--- src/rtl/instr_fetch_unit.sv ---
// rtl/instr_fetch_unit.sv - PC register and instruction-fetch sequencer feeding decode/control.
// Optional IFU_FETCH_COUNT_EN adds a consumed-instruction counter on fetch_count.
module instr_fetch_unit #(
  parameter logic [31:0] RESET_VECTOR = 32'h0000_0000,
  parameter logic [31:0] NOP_INSTR    = 32'h0000_0013
) (
  input  logic        clk,
  input  logic        rst_n,
  output logic        imem_req,
  output logic [31:0] imem_addr,
  input  logic        imem_ready,
  input  logic [31:0] imem_rdata,
  input  logic        stall,
  input  logic        PC_Src,
  input  logic [31:0] pc_target,
  output logic [31:0] instr,
  output logic [31:0] pc,
  output logic [31:0] pc_plus4,
  output logic        instr_valid,
  output logic        misalign_fault
`ifdef IFU_FETCH_COUNT_EN
  ,
  output logic [31:0] fetch_count
`endif
);

  typedef enum logic [1:0] {
    IDLE  = 2'd0,
    FETCH = 2'd1,
    HOLD  = 2'd2,
    FAULT = 2'd3
  } state_t;

  state_t state;

  logic consume;
  logic bad_target;

  assign imem_addr  = pc;
  assign pc_plus4   = pc + 32'd4;
  assign consume    = (state == HOLD) && !stall;
  assign bad_target = PC_Src && (pc_target[1:0] != 2'b00);

  always_ff @(posedge clk or negedge rst_n) begin
    if (!rst_n) begin
      state          <= IDLE;
      pc             <= RESET_VECTOR;
      instr          <= NOP_INSTR;
      instr_valid    <= 1'b0;
      imem_req       <= 1'b0;
      misalign_fault <= 1'b0;
    end else begin
      case (state)
        IDLE: begin
          state    <= FETCH;
          imem_req <= 1'b1;
        end
        FETCH: begin
          if (imem_ready) begin
            instr       <= imem_rdata;
            instr_valid <= 1'b1;
            imem_req    <= 1'b0;
            state       <= HOLD;
          end
        end
        HOLD: begin
          if (consume) begin
            instr_valid <= 1'b0;
            if (bad_target) begin
              // pc keeps the address of the faulting branch for post-mortem
              misalign_fault <= 1'b1;
              state          <= FAULT;
            end else begin
              pc       <= PC_Src ? pc_target : pc_plus4;
              imem_req <= 1'b1;
              state    <= FETCH;
            end
          end
        end
        FAULT: begin
          state          <= FAULT;
          imem_req       <= 1'b0;
          instr_valid    <= 1'b0;
          misalign_fault <= 1'b1;
        end
        default: begin
          state       <= IDLE;
          imem_req    <= 1'b0;
          instr_valid <= 1'b0;
        end
      endcase
    end
  end

`ifdef IFU_FETCH_COUNT_EN
  always_ff @(posedge clk or negedge rst_n) begin
    if (!rst_n) begin
      fetch_count <= 32'd0;
    end else if (consume) begin
      fetch_count <= fetch_count + 32'd1;
    end
  end
`endif

endmodule

--- config.mk ---
export PLATFORM = sky130hd
export DESIGN_NAME = instr_fetch_unit
export DESIGN_NICKNAME = d
export VERILOG_FILES = /design/src/rtl/instr_fetch_unit.sv
export SDC_FILE = /design/constraint.sdc
export NUM_CORES = 1
export LEC_CHECK = 0
export ABC_AREA = 1
export CAP_MARGIN = 10
export CORE_AREA = 4 4 116 118
export DETAILED_ROUTE_END_ITERATION = 6
export DIE_AREA = 0 0 120 122
export PLACE_DENSITY = 0.78
export SYNTH_ARGS = -nofsm -noshare
export SYNTH_HDL_FRONTEND = slang
export SYNTH_SLANG_ARGS = --single-unit
--- constraint.sdc ---
create_clock -name clk -period 2.85 [get_ports clk]
set_input_delay 0.57 -clock clk [delete_from_list [all_inputs] [get_ports clk]]
set_output_delay 0.57 -clock clk [all_outputs]
set_load 0.005 [all_outputs]
After elaboration in Yosys (flattened, before gate mapping)
Cells that the tools add are included.
{"block": "op_classes", "bitwise_logic": 1, "eq_ne": 7, "add_sub_neg": 1, "shifts": 0, "n_reduce_logical": 13, "muxes": 15, "order_cmp": 0, "div_mod_pow": 0, "mul": 0}
{"op": "adder 32 x 3 -> 32 bit (second input constant)", "count": 1}
{"op": "2-to-1 mux 32 bit", "count": 1}
{"op": "AND reduction 3 bit", "count": 4}
{"op": "inequality test 2 bit (second input constant)", "count": 4}
{"op": "case mux 2 bit (4 select lines)", "count": 1}
{"op": "2-to-1 mux 1 bit", "count": 7}
{"op": "2-to-1 mux 2 bit", "count": 3}
{"op": "== test 2 bit (second input constant)", "count": 2}
{"op": "case mux 1 bit (4 select lines)", "count": 1}
{"op": "AND reduction 2 bit", "count": 2}
{"op": "nonzero test 2 bit", "count": 2}
{"op": "case mux 1 bit (3 select lines)", "count": 1}
{"op": "nonzero test 3 bit", "count": 1}
{"op": "== test 2 x 1 -> 1 bit (second input constant)", "count": 1}
{"op": "logical AND 1 bit", "count": 2}
{"op": "zero test 2 bit", "count": 1}
{"op": "case mux 1 bit (2 select lines)", "count": 1}
{"op": "zero test 1 bit", "count": 1}
{"op": "inverter 1 bit", "count": 1}
{"block": "totals", "memories": 0, "ram_bits": 0, "input_bits": 69, "regBits": 69, "out_inout_bits": 131, "rom_bits": 0, "latch_bits": 0}

Longest topological paths before layout
Gate-level depths: netlist (run 1).
{"block": "logic_depth", "word_depth": 5, "mapped_depth": 10}

Least setup slack after synthesis (run 1)
No wires, ideal clock.
{"block": "synth_timing", "path_kind": "flip-flop to output port", "start": "register pc[3], in the netlist imem_addr[3]", "end": "output pc_plus4[26]", "required_ns": 2.280, "stages_incl_launch_ff": 9, "t_arrival_ns": 1.241, "path_slack_ns": 1.039, "cell_sequence": "dfrtp_1 -> ha_1 -> nand2_1 -> nor2_2 -> nand2_2 -> nor2_2 -> nand2_1 -> nand2_1 -> nand2_1"}
{"block": "synth_between", "elab_chain_cells": 1}
{"element": "start, declared", "line": "17", "source": "output logic [31:0] pc,"}
{"element": "start signal, assigned", "line": "74", "source": "pc <= PC_Src ? pc_target : pc_plus4;"}
{"element": "adder 32 x 3 -> 32 bit", "line": "40", "source": "assign pc_plus4 = pc + 32'd4;"}
{"element": "end, declared", "line": "18", "source": "output logic [31:0] pc_plus4,"}
No other way between the ends.

Worst setup path after layout (run 1)
{"block": "layout_timing", "start": "register pc[2], in the netlist imem_addr[2]", "end": "output pc_plus4[30]"}
Same word-level chain as after synthesis.

==> results.md, run 1 <==
* CTS H-tree lvls at 3
* Pre-antenna DRT Iters at 4
* Nets at 831
* Mean Syn Cell Area at 7.11 um^2
* Die W at 120 um
* Sequential-to-total area share from yosys stat at 0.407
* Worst Tran Pin Value at 0.919 ns
* Max-slew violations at 0
* Synth top cells by count: nand2_1, dfrtp_1, nor2_1
* Initial antenna violation count at 0
* Reg clk slew, reported paths at 0.06 ns
* Main synth FF type: dfrtp_1
* Initial Util at 0.341
* Fillers at 1,211
* Final min period at 2.75 ns
* Worst Hold Class: in -> async
* #FFs+latches synth at 69
* CTS tree: built
* Area leader, netlist: dfrtp_1
* Final setup viols at 0
* Syn nets at 669
* Ys async rst share at 1.00
* Max transition margin at 0.387
* Worst path slowest cell: clkdlybuf4s50_1
* Number of synthesized flops with an enable pin at 0
* Remaining global-route overflow at 0
* Setup Slack @ Placement at 0.348 ns
* Die area at 14,600 um^2
* Skew final at 0.00706 ns
* CP Data Arrival Time at 2.18 ns
* Via count at 4,365
* WL per Instance at 14.4 um
* N_diodes at 0
* Fin. Hold Viols at 0
* TritonCTS Buffers at 9
* Maximum VDD drop at 0.000480 V
* Global-route wire length before repair at 21.4 mm
* Power per standard cell area at 1090 nW/um^2
* PortBufs at 199
* Synth Instances at 599
* Multi-input gate area at 2000 um^2
* Cells along the critical path: ha_2 -> nand2_1 -> nor2_4 -> nand2_2 -> nor2_4 -> nand3_1 -> nand2_1 -> clkdlybuf4s50_1
* Final period util at 0.965
* Hold buffer count at cts at 0
* Final Wtd Congestion at 0.869
* Largest net degree at the start of global routing at 70
* Final core occ at 0.521
* CP max FO at 5
* Die height at 122 um
* Ys Warns at 0
* Global-route usage over all layers at 0.185
* DRC violations left at 0
* Nature of the critical path startpoint: flip-flop
* Most frequent cell after synthesis: nand2_1
* Crit Path Category: reg -> out
* Syn Std Cell Area at 4260 um^2
* P_leak at 2.92 nW
* Top cells by area, synth: dfrtp_1, nand2_1, buf_4
* Core box area at 12,500 um^2
* Layout cells sized above 1 at 0.107
* DP HPWL at 10.1 mm
* Vias in the first global route at 4,294
* Mean number of vias per cell at 4.66
* Clk buf depth at 2
* Max incr delay on CP at 0.50 ns
* 1st-iter DRT viols at 175
* Post-route cell area at 6500 um^2
* Crit path setup slack, layout at 0.0994 ns
* Synth top area share at 0.388
* RSZ-0062 raised after global routing: true
* # rows at 41
* FMAX at 0.364 GHz
* MaxCap Viol Count at 0
* Number of top-level pins at 200
* Area delta synth->final at 52.7%
* Clock sinks at 69
* Remaining antenna violation count at 0
* Worst Path Required at 2.28 ns
* Register area at 1740 um^2
* Detailed Route WL at 13.5 mm
* Setup_tns at 0 ns
* Outcome: finished, final reports clean
* DP Area at 6110 um^2
* Distinct cell type count after synthesis at 31
* Critical path capture point type: primary output
* CTS Root Cell: clkbuf_16
* Clock latency on the worst-skew pair at 0.34 ns
sequential cells by signal (all words and copies together), names as in the netlist:
| register | cells |
|---|---|
| imem_req | 1 |
| instr | 32 |
| instr_valid | 1 |
| imem_addr | 32 |
| state | 2 |
| misalign_fault | 1 |
worst max-delay path: cells and delay by family (launching register included):
family / cells / cell delay [ns]
adder cells (fa/ha/maj): 1 / 0.23
flip-flops: 1 / 0.40
AND/OR/NAND/NOR: 6 / 0.70
buffers and inverters: 1 / 0.50
area by class of cell:
type,instances,area share
clock buffer,11,0.0374
clock inverter,4,0.0112
inverter,43,0.0248
multi-input combinational,431,0.308
sequential,69,0.268
tap,172,0.0331
timing repair buffer,207,0.317
report_power, final:
group	internal (mW)	total [mW]	switching (mW)
clock network	0.784	1.21	0.424
registers	1.49	2.05	0.560
logic	2.15	3.82	1.68
total	4.42	7.08	2.66
repair_timing:
| action | CTS | global route |
|---|---|---|
| resized for setup | 2 | 20 |
| buffers inserted | 0 | 2 |
| setup endpoints to repair | 5 | 17 |
| pin swaps | 0 | 2 |
| endpoints found under the hold margin | 0 | 0 |
per-layer routing:
layer  wire [um]  GRT usage  up-vias
li1            -          -     2158
met1        5350      0.216     2020
met2        6500      0.308      170
met3        1380     0.0715       17
met4         267     0.0737        0
met5           0          0        -
cell families (layout without fill, tap and decap cells):
| family | count (synthesis) | in the layout | synth area share |
|---|---|---|---|
| compound gates | 47 | 47 | 0.0629 |
| flops | 69 | 69 | 0.407 |
| buf+inv | 99 | 265 | 0.133 |
| simple gates | 375 | 375 | 0.378 |
| fa+ha+maj | 1 | 1 | 0.00294 |
| xor+xnor | 8 | 8 | 0.0165 |
placed cells by master (no fill, tap or decap), types with 2 or more instances in the layout:
master	n
xor2_1	7
buf_4	8
nor2_1	62
nand2_2	5
clkbuf_16	9
nor2_2	18
o21ai_1	3
nand3_1	56
a21oi_1	18
nand2_1	217
dfrtp_1	55
a21oi_2	4
and2_1	2
inv_1	39
dfstp_2	3
bufinv_16	2
nor2_4	9
clkdlybuf4s50_1	198
dfrtp_2	11
nand3b_1	2
inv_2	4
o21ai_0	14
o22ai_1	4
stage by stage:
stage / cells / hold WS [ns] / power [mW]
after floorplan: 599 / 0.274 / 3.85
after global placement: 920 / 0.451 / 5.81
after detailed placement: 920 / 0.457 / 5.87
after CTS: 935 / 0.398 / 7.12
after global routing: 937 / 0.433 / 7.65
final: 937 / 0.361 / 7.08
final timing paths:
path	from	to	slack [ns]	cells past startpoint
worst max register to register	state[1]	state[1]	0.92	7
worst min-delay path	rst_n	instr[31]	0.36	1
min in group clk	instr[0]	instr[0]	0.46	2
worst max-delay path	imem_addr[2]	pc_plus4[30]	0.1	8
worst min register to register	instr[0]	instr[0]	0.46	2
max in group asynchronous	rst_n	imem_addr[10]	1.81	1
Power figures use the tool's default switching activity.
==> run 2: changes to the inputs <==
- ABC_AREA: 1 -> unset
- CORE_AREA: 4 4 116 118 -> 4 4 115 117
- DIE_AREA: 0 0 120 122 -> 0 0 119 121
==> run 2 against run 1 <==
Critical path depth fell by 3. Global-route usage rose by 0.81 points. Clock power fell by 7%. Non-clock buffer count rose by 55. Largest cell class unchanged. Utilization rose by 4.1 points. Cell count fell by 12%. Critical path type unchanged. Final area rose by 6.9%. Clock-buffer cell count fell by 2. Combinational power fell by 53%. Synthesized cell count fell by 27%.
==> results.md, run 2 <==
* Critical path capture point type: primary output
* Ys Warns at 0
* Initial Util at 0.339
* Syn Std Cell Area at 4190 um^2
* Switching Power at 1.24 mW
* Die area at 14,400 um^2
* DRC violations left at 0
* Final core occ at 0.562
* Sequential share of power at 0.332
* CTS tree: built
* Register area at 1740 um^2
* Number of top-level pins at 200
* P_leak at 2.86 nW
* Die W at 119 um
* Setup Slack @ Placement at 0.00150 ns
* Number of synthesized flops with an enable pin at 0
* Multi-input gate area at 2150 um^2
* Setup_tns at 0 ns
* Nature of the critical path startpoint: flip-flop
* Detailed Route WL at 14.2 mm
* CTS Root Cell: clkbuf_16
* Synth top cells by count: dfrtp_1, mux2_2, nand2_1
* Post-Synth Adder-Cell Area at 0.00298
* Final setup viols at 0
* R2r setup slk at 0.87 ns
* Vias in the first global route at 4,541
* Max-slew violations at 0
* 1st-iter DRT viols at 294
* XOR/XNOR share of the synthesized area at 0.0564
* Hold buffer count at cts at 0
* CTS H-tree lvls at 3
* Synth Area in Compound Gates at 0.140
* RSZ-0062 raised after global routing: false
* Post-synthesis mux area share at 0.110
* Worst Tran Pin Value at 0.920 ns
* Remaining antenna violation count at 0
* PortBufs at 199
* Clock group share of total power at 0.258
* Fillers at 1,118
* #FFs+latches synth at 69
* Fin. Hold Viols at 0
* Area leader, netlist: dfrtp_1
* Max incr delay on CP at 0.55 ns
* Combinational share of power at 0.410
* Worst reg2reg startpoint: imem_addr[3]
* Distinct cell type count after synthesis at 51
* R2R depth at 9
* Post-Place Cells at 789
* Remaining global-route overflow at 0
* Switching share of power at 0.283
* Final period util at 0.975
* DP HPWL at 10.1 mm
* Cells along the critical path: nand4_4 -> or4_4 -> or3_4 -> xnor2_2 -> dlygate4sd2_1
* Die height at 121 um
* Worst path slowest cell: or4_4
* # rows at 41
* CP Data Arrival Time at 2.21 ns
* Syn nets at 509
* Largest family of logic cells by synthesized area: simple AND/OR/NAND/NOR gates
* Initial antenna violation count at 0
* Crit path setup slack, layout at 0.0716 ns
* Layout cells sized above 1 at 0.228
* Via count at 4,330
* Synth Instances at 439
* Post-route cell area at 6950 um^2
* Post-Synth Simple-Gate Area at 0.176
* Mean number of vias per cell at 5.24
* Global-route wire length before repair at 22.5 mm
* Ys async rst share at 1.00
* Area delta synth->final at 65.7%
* Maximum VDD drop at 0.000396 V
* Clock latency on the worst-skew pair at 0.33 ns
* Most frequent cells in the layout: clkdlybuf4s50_1, dfrtp_1, buf_4, mux2_2, nand2_1
* Crit Path Category: reg -> out
* Worst Path Required at 2.28 ns
* Worst Hold Class: in -> async
* Largest net degree at the start of global routing at 70
* Core box area at 12,400 um^2
* Synth top area share at 0.394
* Outcome: finished, final reports clean
* R2r endpoint: imem_addr[20]
* Power per standard cell area at 631 nW/um^2
* Clock sinks at 69
* Commonest non-fill, non-tap cell in the layout: clkdlybuf4s50_1
* Max transition margin at 0.387
* MaxCap Viol Count at 0
* FMAX at 0.360 GHz
* Final Wtd Congestion at 0.818
* Top cells by area, synth: dfrtp_1, mux2_2, buf_4
* Pre-antenna DRT Iters at 5
* Nets at 719
* Clk buf depth at 2
* WL per Instance at 17.2 um
* Main synth FF type: dfrtp_1
* TritonCTS Buffers at 9
* CP max FO at 3
* Final min period at 2.78 ns
* Sequential-to-total area share from yosys stat at 0.413
* Most frequent cell after synthesis: dfrtp_1
* Cell internal pwr at 3.14 mW
* DP Area at 6370 um^2
* Final non-filler cell total at 826
* Mean Syn Cell Area at 9.55 um^2
* Reg clk slew, reported paths at 0.06 ns
* N_diodes at 0
* Skew final at 0.00864 ns
* Global-route usage over all layers at 0.193
## run 2: cells by family (layout without fill, tap and decap cells)
group | count (synthesis) | in the layout
flops | 69 | 69
mux | 41 | 41
buf+inv | 78 | 293
compound gates | 86 | 86
simple gates | 137 | 137
xor+xnor | 27 | 27
fa+ha+maj | 1 | 1
## run 2: how the worst max path moves through the flow
| stage | startpoint | endpoint | slack [ns] |
|---|---|---|---|
| CTS | imem_addr[8] | pc_plus4[29] | 0.01 |
| global route | imem_addr[8] | pc_plus4[17] | 0.0004 |
| detailed placement | imem_addr[4] | pc_plus4[25] | 0.002 |
| floorplan | imem_addr[2] | pc_plus4[22] | 0.28 |
| global placement | imem_addr[2] | pc_plus4[25] | 0.03 |
| finish | imem_addr[6] | pc_plus4[25] | 0.07 |
## run 2: what timing repair did
action	CTS	global route
gates cloned	2	0
resized for setup	34	12
buffers inserted	11	8
pin swaps	2	7
endpoints found under the setup margin	21	13
## run 2: cell type report
| class | count | area share |
|---|---|---|
| repair buffers | 262 | 0.359 |
| multi-input cells | 292 | 0.309 |
| flip-flops and latches | 69 | 0.250 |
| clock buffers | 9 | 0.0324 |
| well taps | 172 | 0.0310 |
| clock inverters | 7 | 0.0106 |
| inverters | 15 | 0.00810 |
## run 2: layer usage
metal  GRT usage  wire, um
met1       0.234      5800
met2       0.336      7290
met3      0.0331       825
met4      0.0876       329
met5           0         0
## run 2: per-stage QoR
| step | power, mW | hold slack, ns |
|---|---|---|
| after floorplan | 2.07 | 0.274 |
| after global placement | 3.18 | 0.455 |
| after detailed placement | 3.22 | 0.474 |
| after CTS | 4.42 | 0.412 |
| after global routing | 4.63 | 0.454 |
| final | 4.38 | 0.388 |
## run 2: power by group through the flow
stage | clock network (mW) | logic, mW | registers, mW
2_1_floorplan | 0 | 0.529 | 1.54
3_3_place_gp | 0 | 1.73 | 1.45
3_5_place_dp | 0 | 1.74 | 1.48
4_1_cts | 1.16 | 1.80 | 1.47
5_1_grt | 1.21 | 1.93 | 1.49
6_report | 1.13 | 1.80 | 1.46
## run 2: worst max-delay path: cells and delay by family (launching register included)
kind          cells  cell delay [ns]
xor+xnor          1             0.17
buf+inv           1             0.26
flops             1             0.41
simple gates      3             1.04
